### src/rtl/set_number_editor.sv
// set_number_editor
//   Edits a four-digit BCD MM:SS value for the stopwatch. Entering edit mode
//   preloads the stopwatch time, with any out-of-range digit cleared to 0.
//   While editing, the cursor moves between digits and the selected digit is
//   incremented or decremented with per-digit wrap and no carry. Leaving edit
//   mode raises a one-cycle load strobe so the counter adopts the new value.
//
//   Optional feature macro: SET_NUMBER_EDITOR_BLINK_EN
//     defined   : the digit under the cursor blinks through `blank`, with a
//                 half-period of BLINK_DIV cycles
//     undefined : `blank` is tied to 4'b0000 and BLINK_DIV is ignored
//
// Ports
//   clk       in   system clock, rising edge
//   rst       in   asynchronous, active-low reset
//   up/down   in   single-cycle pulses: increment/decrement the digit under the cursor
//   left      in   single-cycle pulse: cursor toward the more-significant digit
//   right     in   single-cycle pulse: cursor toward the less-significant digit
//   set       in   level, 1 = edit mode requested
//   cur_value in   current stopwatch time {m10, m1, s10, s1}
//   value     out  edited time {m10, m1, s10, s1}
//   cursor    out  selected digit: 0 = s1, 1 = s10, 2 = m1, 3 = m10
//   editing   out  high while editing
//   load      out  one-cycle commit strobe; value is valid while it is high
//   blank     out  per-digit blank mask for the display
module set_number_editor #(
    parameter int unsigned BLINK_DIV = 25_000_000
) (
    input  logic        clk,
    input  logic        rst,
    input  logic        up,
    input  logic        down,
    input  logic        left,
    input  logic        right,
    input  logic        set,
    input  logic [15:0] cur_value,
    output logic [15:0] value,
    output logic [1:0]  cursor,
    output logic        editing,
    output logic        load,
    output logic [3:0]  blank
);

    typedef enum logic [1:0] {IDLE, EDIT, COMMIT} state_t;

    state_t state;

    // Units digits go to 9, tens digits to 5; even positions are units.
    function automatic logic [3:0] digit_limit(input logic [1:0] pos);
        return pos[0] ? 4'd5 : 4'd9;
    endfunction

    logic [15:0] sanitized;
    logic [3:0]  digit;
    logic [3:0]  digit_nxt;
    logic [15:0] value_nxt;
    logic [1:0]  cursor_nxt;

    always_comb begin
        sanitized = cur_value;
        for (int unsigned i = 0; i < 4; i++) begin
            if (cur_value[i*4 +: 4] > digit_limit(2'(i)))
                sanitized[i*4 +: 4] = 4'd0;
        end
    end

    // The digit change uses the cursor sampled on this edge, so a
    // simultaneous move only affects the next edit.
    always_comb begin
        digit     = value[{cursor, 2'b00} +: 4];
        digit_nxt = digit;
        if (up && !down)
            digit_nxt = (digit == digit_limit(cursor)) ? 4'd0 : digit + 4'd1;
        else if (down && !up)
            digit_nxt = (digit == 4'd0) ? digit_limit(cursor) : digit - 4'd1;

        value_nxt = value;
        value_nxt[{cursor, 2'b00} +: 4] = digit_nxt;

        cursor_nxt = cursor;
        if (left && !right)
            cursor_nxt = cursor + 2'd1;
        else if (right && !left)
            cursor_nxt = cursor - 2'd1;
    end

`ifdef SET_NUMBER_EDITOR_BLINK_EN
    localparam int unsigned CW = (BLINK_DIV > 1) ? $clog2(BLINK_DIV) : 1;

    logic [CW-1:0] blink_cnt;
    logic [CW-1:0] blink_cnt_nxt;
    logic          phase;
    logic          phase_nxt;

    always_comb begin
        blink_cnt_nxt = blink_cnt + CW'(1);
        phase_nxt     = phase;
        if (blink_cnt == CW'(BLINK_DIV - 1)) begin
            blink_cnt_nxt = '0;
            phase_nxt     = ~phase;
        end
    end
`else
    // No blink hardware; the parameter only takes part in this empty check.
    if (BLINK_DIV < 2) begin : g_blink_div_unused
    end
    assign blank = '0;
`endif

    always_ff @(posedge clk or negedge rst) begin
        if (!rst) begin
            state   <= IDLE;
            value   <= '0;
            cursor  <= '0;
            editing <= 1'b0;
            load    <= 1'b0;
`ifdef SET_NUMBER_EDITOR_BLINK_EN
            blank     <= '0;
            blink_cnt <= '0;
            phase     <= 1'b0;
`endif
        end else begin
            case (state)
                IDLE: begin
                    load <= 1'b0;
                    if (set) begin
                        state   <= EDIT;
                        value   <= sanitized;
                        cursor  <= '0;
                        editing <= 1'b1;
`ifdef SET_NUMBER_EDITOR_BLINK_EN
                        blank     <= '0;
                        blink_cnt <= '0;
                        phase     <= 1'b0;
`endif
                    end
                end
                EDIT: begin
                    if (!set) begin
                        state   <= COMMIT;
                        editing <= 1'b0;
                        load    <= 1'b1;
`ifdef SET_NUMBER_EDITOR_BLINK_EN
                        blank   <= '0;
`endif
                    end else begin
                        value  <= value_nxt;
                        cursor <= cursor_nxt;
`ifdef SET_NUMBER_EDITOR_BLINK_EN
                        blink_cnt <= blink_cnt_nxt;
                        phase     <= phase_nxt;
                        blank     <= phase_nxt ? (4'b0001 << cursor_nxt) : 4'b0000;
`endif
                    end
                end
                COMMIT: begin
                    state <= IDLE;
                    load  <= 1'b0;
                end
                default: begin
                    state   <= IDLE;
                    editing <= 1'b0;
                    load    <= 1'b0;
                end
            endcase
        end
    end

endmodule
### config.mk
export PLATFORM = sky130hd
export DESIGN_NAME = set_number_editor
export DESIGN_NICKNAME = d
export VERILOG_FILES = /design/src/rtl/set_number_editor.sv
export SDC_FILE = /design/constraint.sdc
export NUM_CORES = 1
export LEC_CHECK = 0
export CAP_MARGIN = 5
export CORE_ASPECT_RATIO = 0.5
export CORE_MARGIN = 1.5
export CORE_UTILIZATION = 45
export DETAILED_ROUTE_END_ITERATION = 10
export PLACE_DENSITY = 0.77
export SETUP_SLACK_MARGIN = 0.15
export SYNTH_ARGS = -nofsm -noshare
export SYNTH_HDL_FRONTEND = slang
export SYNTH_SLANG_ARGS = --single-unit
### constraint.sdc
create_clock -name clk -period 5.28 [get_ports clk]
set_clock_uncertainty 0.2 [all_clocks]
set_input_delay 0.792 -clock clk [delete_from_list [all_inputs] [get_ports clk]]
set_output_delay 0.792 -clock clk [all_outputs]
set_load 0.1 [all_outputs]
==> impl_metrics.py <==
metrics = {
    "sta": {
        "hold_viol": 0,
        "setup_tns_ps": 0,
        "post-route-min-period_ps": 3415,
        "slew_viol_final": 0,
        "rsz0062_at_grt": "false",
        "fmax_mhz": 292.8,
        "fin_crit_sh_pct": 64.67,
        "setup_viol": 0,
        "worst_pin_slew_ps": 1039,
        "setup_ws_ps": 1865,
        "slew_headroom_pct": 30.52,
    },
    "global_route": {
        "first_global_vias": 1368,
        "grt_max_degree": 23,
        "antenna_found_initial": 0,
        "grt_pass1_wl_um": 7217,
        "grt-ovfl-total": 0,
        "grt_usage_pct": 25.30,
    },
    "clocking": {
        "cts_tree": "done",
        "clockBufferDepth": 2,
        "numCtsBuffers": 3,
        "cts_resized": 0,
        "hold_buffers": 0,
        "clk_pin_slew_worst_paths_ps": 80,
        "cts_sinks": 22,
        "clock_latency_ps": 270,
        "clock-root-buffer": "clkbuf_8",
        "cts-htree-levels": 1,
        "post_cts_buffers": 0,
    },
    "routing": {
        "vias": 1564,
        "wl_um": 4514,
        "route.detailed.drc": 0,
        "drt-initial-drc-count": 176,
        "firstDrtPassIters": 5,
        "wire_per_inst_um": 18.13,
        "viasPerCell": 6.281,
        "final_antenna_net_count": 0,
    },
    "layout": {
        "nNetsFinal": 242,
        "diodes": 0,
        "drive_gt1_share_pct": 4.785,
        "stdcell_count": 249,
        "multi_input_area_um2": 942.2,
        "fillCellCount": 259,
        "seqCellArea_um2": 550.5,
        "area_growth_pct": 30.74,
    },
    "placement": {
        "numPlacedInstances": 246,
        "dp_hpwl_um": 3423,
        "place_ws_ps": 1692,
        "port_buffers": 42,
        "gp_congestion": 0.8654,
    },
    "worst_setup_path": {
        "crit_required_ps": 5280,
        "slowest_delay_ps": 750,
        "end_kind": "flip-flop",
        "path_buf_inv": 1,
        "critPathTopFamily": "compound AO/OA/AOI/OAI gates",
        "path_cells": "clkdlybuf4s50_1, nor2b_1, o21ai_0, a2111oi_0, a221o_1",
        "critPathKind": "in2reg",
        "startpoint_type": "input pin",
        "critPathMaxFanout": 12,
        "cp.arrival_ps": 3410,
        "cpMaxStageDelayCell": "a2111oi_0",
    },
    "hold_path": {
        "hold_path_class": "reg2reg",
    },
    "power_and_ir_drop": {
        "seqPwrFrac_pct": 29.8,
        "p_per_area_nw_per_um2": 373.1,
        "p_sw_mw": 0.3917,
        "p_total_mw": 0.7604,
        "internal_power_mw": 0.3687,
        "combPwrFrac_pct": 56.2,
        "peakVddDrop_mv": 0.1990,
        "swShare_pct": 51.51,
        "clkPwrFrac_pct": 14.0,
        "p_leak_nw": 0.8111,
    },
    "flow_run": {
        "cap_violations": 0,
    },
    "synthesis": {
        "async_flop_share_pct": 100.0,
        "yosys_warnings": 0,
        "ys.flop_type": "dfrtp_1",
        "yosysSeqAreaShare_pct": 35.31,
        "netlist_instances": 168,
        "avgSynthCellArea_um2": 9.280,
        "synth_commonest_cells": "23 x o21ai_0, 22 x dfrtp_1, 11 x nor2_1",
        "synth-edff-count": 0,
        "synth_seq_cells": 22,
        "synth.largest_area_cell": "dfrtp_1",
        "yosysMostFrequentCell": "o21ai_0",
        "ys_top_cells_by_area": "dfrtp_1 35%, o21ai_0 7.4%, ha_1 6.4%",
        "syn_area_um2": 1559,
        "yosysTopAreaCellShare_pct": 35.31,
        "synth.distinct_cells": 41,
    },
    "floorplan": {
        "rows": 14,
        "die_area_um2": 3848,
        "die_h_um": 44.62,
        "start_util_pct": 49.44,
        "core_area_um2": 3153,
        "ioPinCount": 47,
        "dieWidth_um": 86.24,
    },
    "outcome": {
        "status": "finished clean",
    },
}
-- metrics by stage --
| stage | hold slack [ps] | cell area (µm²) | utilization, % |
|---|---|---|---|
| 6_report | 324.6 | 2038 | 64.64 |
| 3_5_place_dp | 309.1 | 1997 | 63.33 |
| 4_1_cts | 328.1 | 2038 | 64.64 |
| 5_1_grt | 352.6 | 2038 | 64.64 |
| 2_1_floorplan | 296.4 | 1570 | - |
| 3_3_place_gp | 319.2 | 1997 | 63.33 |
-- power by group through the flow --
stage                     clock (mW)  sequential (mW)  combinational, mW
after floorplan                    0            0.370              0.165
after global placement             0            0.228              0.418
after detailed placement           0            0.229              0.421
after CTS                      0.107            0.225              0.423
after global routing           0.114            0.230              0.449
final                          0.107            0.227              0.427
-- placed cells by master (no fill, tap or decap), types with 3 or more instances in the layout --
| cell | count |
|---|---|
| ha_1 | 8 |
| nor3_1 | 6 |
| nor2b_1 | 4 |
| o21ai_0 | 23 |
| clkdlybuf4s50_1 | 42 |
| nand3_1 | 5 |
| nor2_1 | 11 |
| o21ai_1 | 3 |
| nand2_1 | 10 |
| clkbuf_8 | 3 |
| mux2i_1 | 4 |
| inv_1 | 9 |
| a22oi_1 | 9 |
| maj3_1 | 3 |
| nand2b_1 | 3 |
| dfrtp_1 | 22 |
| conb_1 | 4 |
| a21oi_1 | 7 |
-- flip-flops by register name, indices dropped and copies added (netlist names) --
| signal | flops |
|---|---|
| load | 1 |
| value | 16 |
| state | 2 |
| cursor | 2 |
| editing | 1 |
-- worst paths after layout --
kind	cells after the start	end	start	slack, ps
setup / recovery	5	value[4]	set	1870
hold / removal	2	value[0]	value[0]	320
setup reg to reg	7	value[1]	cursor[0]	1930
hold reg to reg	2	value[0]	value[0]	320
max in group asynchronous	1	value[6]	rst	3360
min in group asynchronous	1	value[3]	rst	880
-- cell families (layout without fill, tap and decap cells) --
kind of cell | Yosys count | after routing | share of synthesized area, %
simple gates | 50 | 50 | 16.69
other cells | 1 | 4 | 0.2405
fa+ha+maj | 11 | 11 | 8.347
xor+xnor | 2 | 2 | 1.124
buf+inv | 16 | 54 | 4.976
flops | 22 | 22 | 35.31
compound gates | 56 | 56 | 22.79
mux | 10 | 10 | 10.51
-- per-layer routing --
| metal | wire, µm | GRT usage (%) | part of all wire [%] |
|---|---|---|---|
| met1 | 2070 | 37.05 | 46 |
| met2 | 2024 | 39.84 | 45 |
| met3 | 375 | 4.291 | 8.3 |
| met4 | 44 | 5.806 | 0.97 |
| met5 | 0 | 0 | 0 |
-- worst min-delay path, delay by kind of cell, from the launching register on --
family | cells | cell delay, ps
flops | 1 | 370
compound gates | 1 | 70
simple gates | 1 | 50
-- final cells by class --
cell class	count	area share [%]
repair buffers	42	20.63
multi-input cells	133	46.22
well taps	40	2.455
clock buffers	3	2.026
inverters	9	1.657
flip-flops and latches	22	27.01
Note: power is estimated with default switching activity, not from simulation.
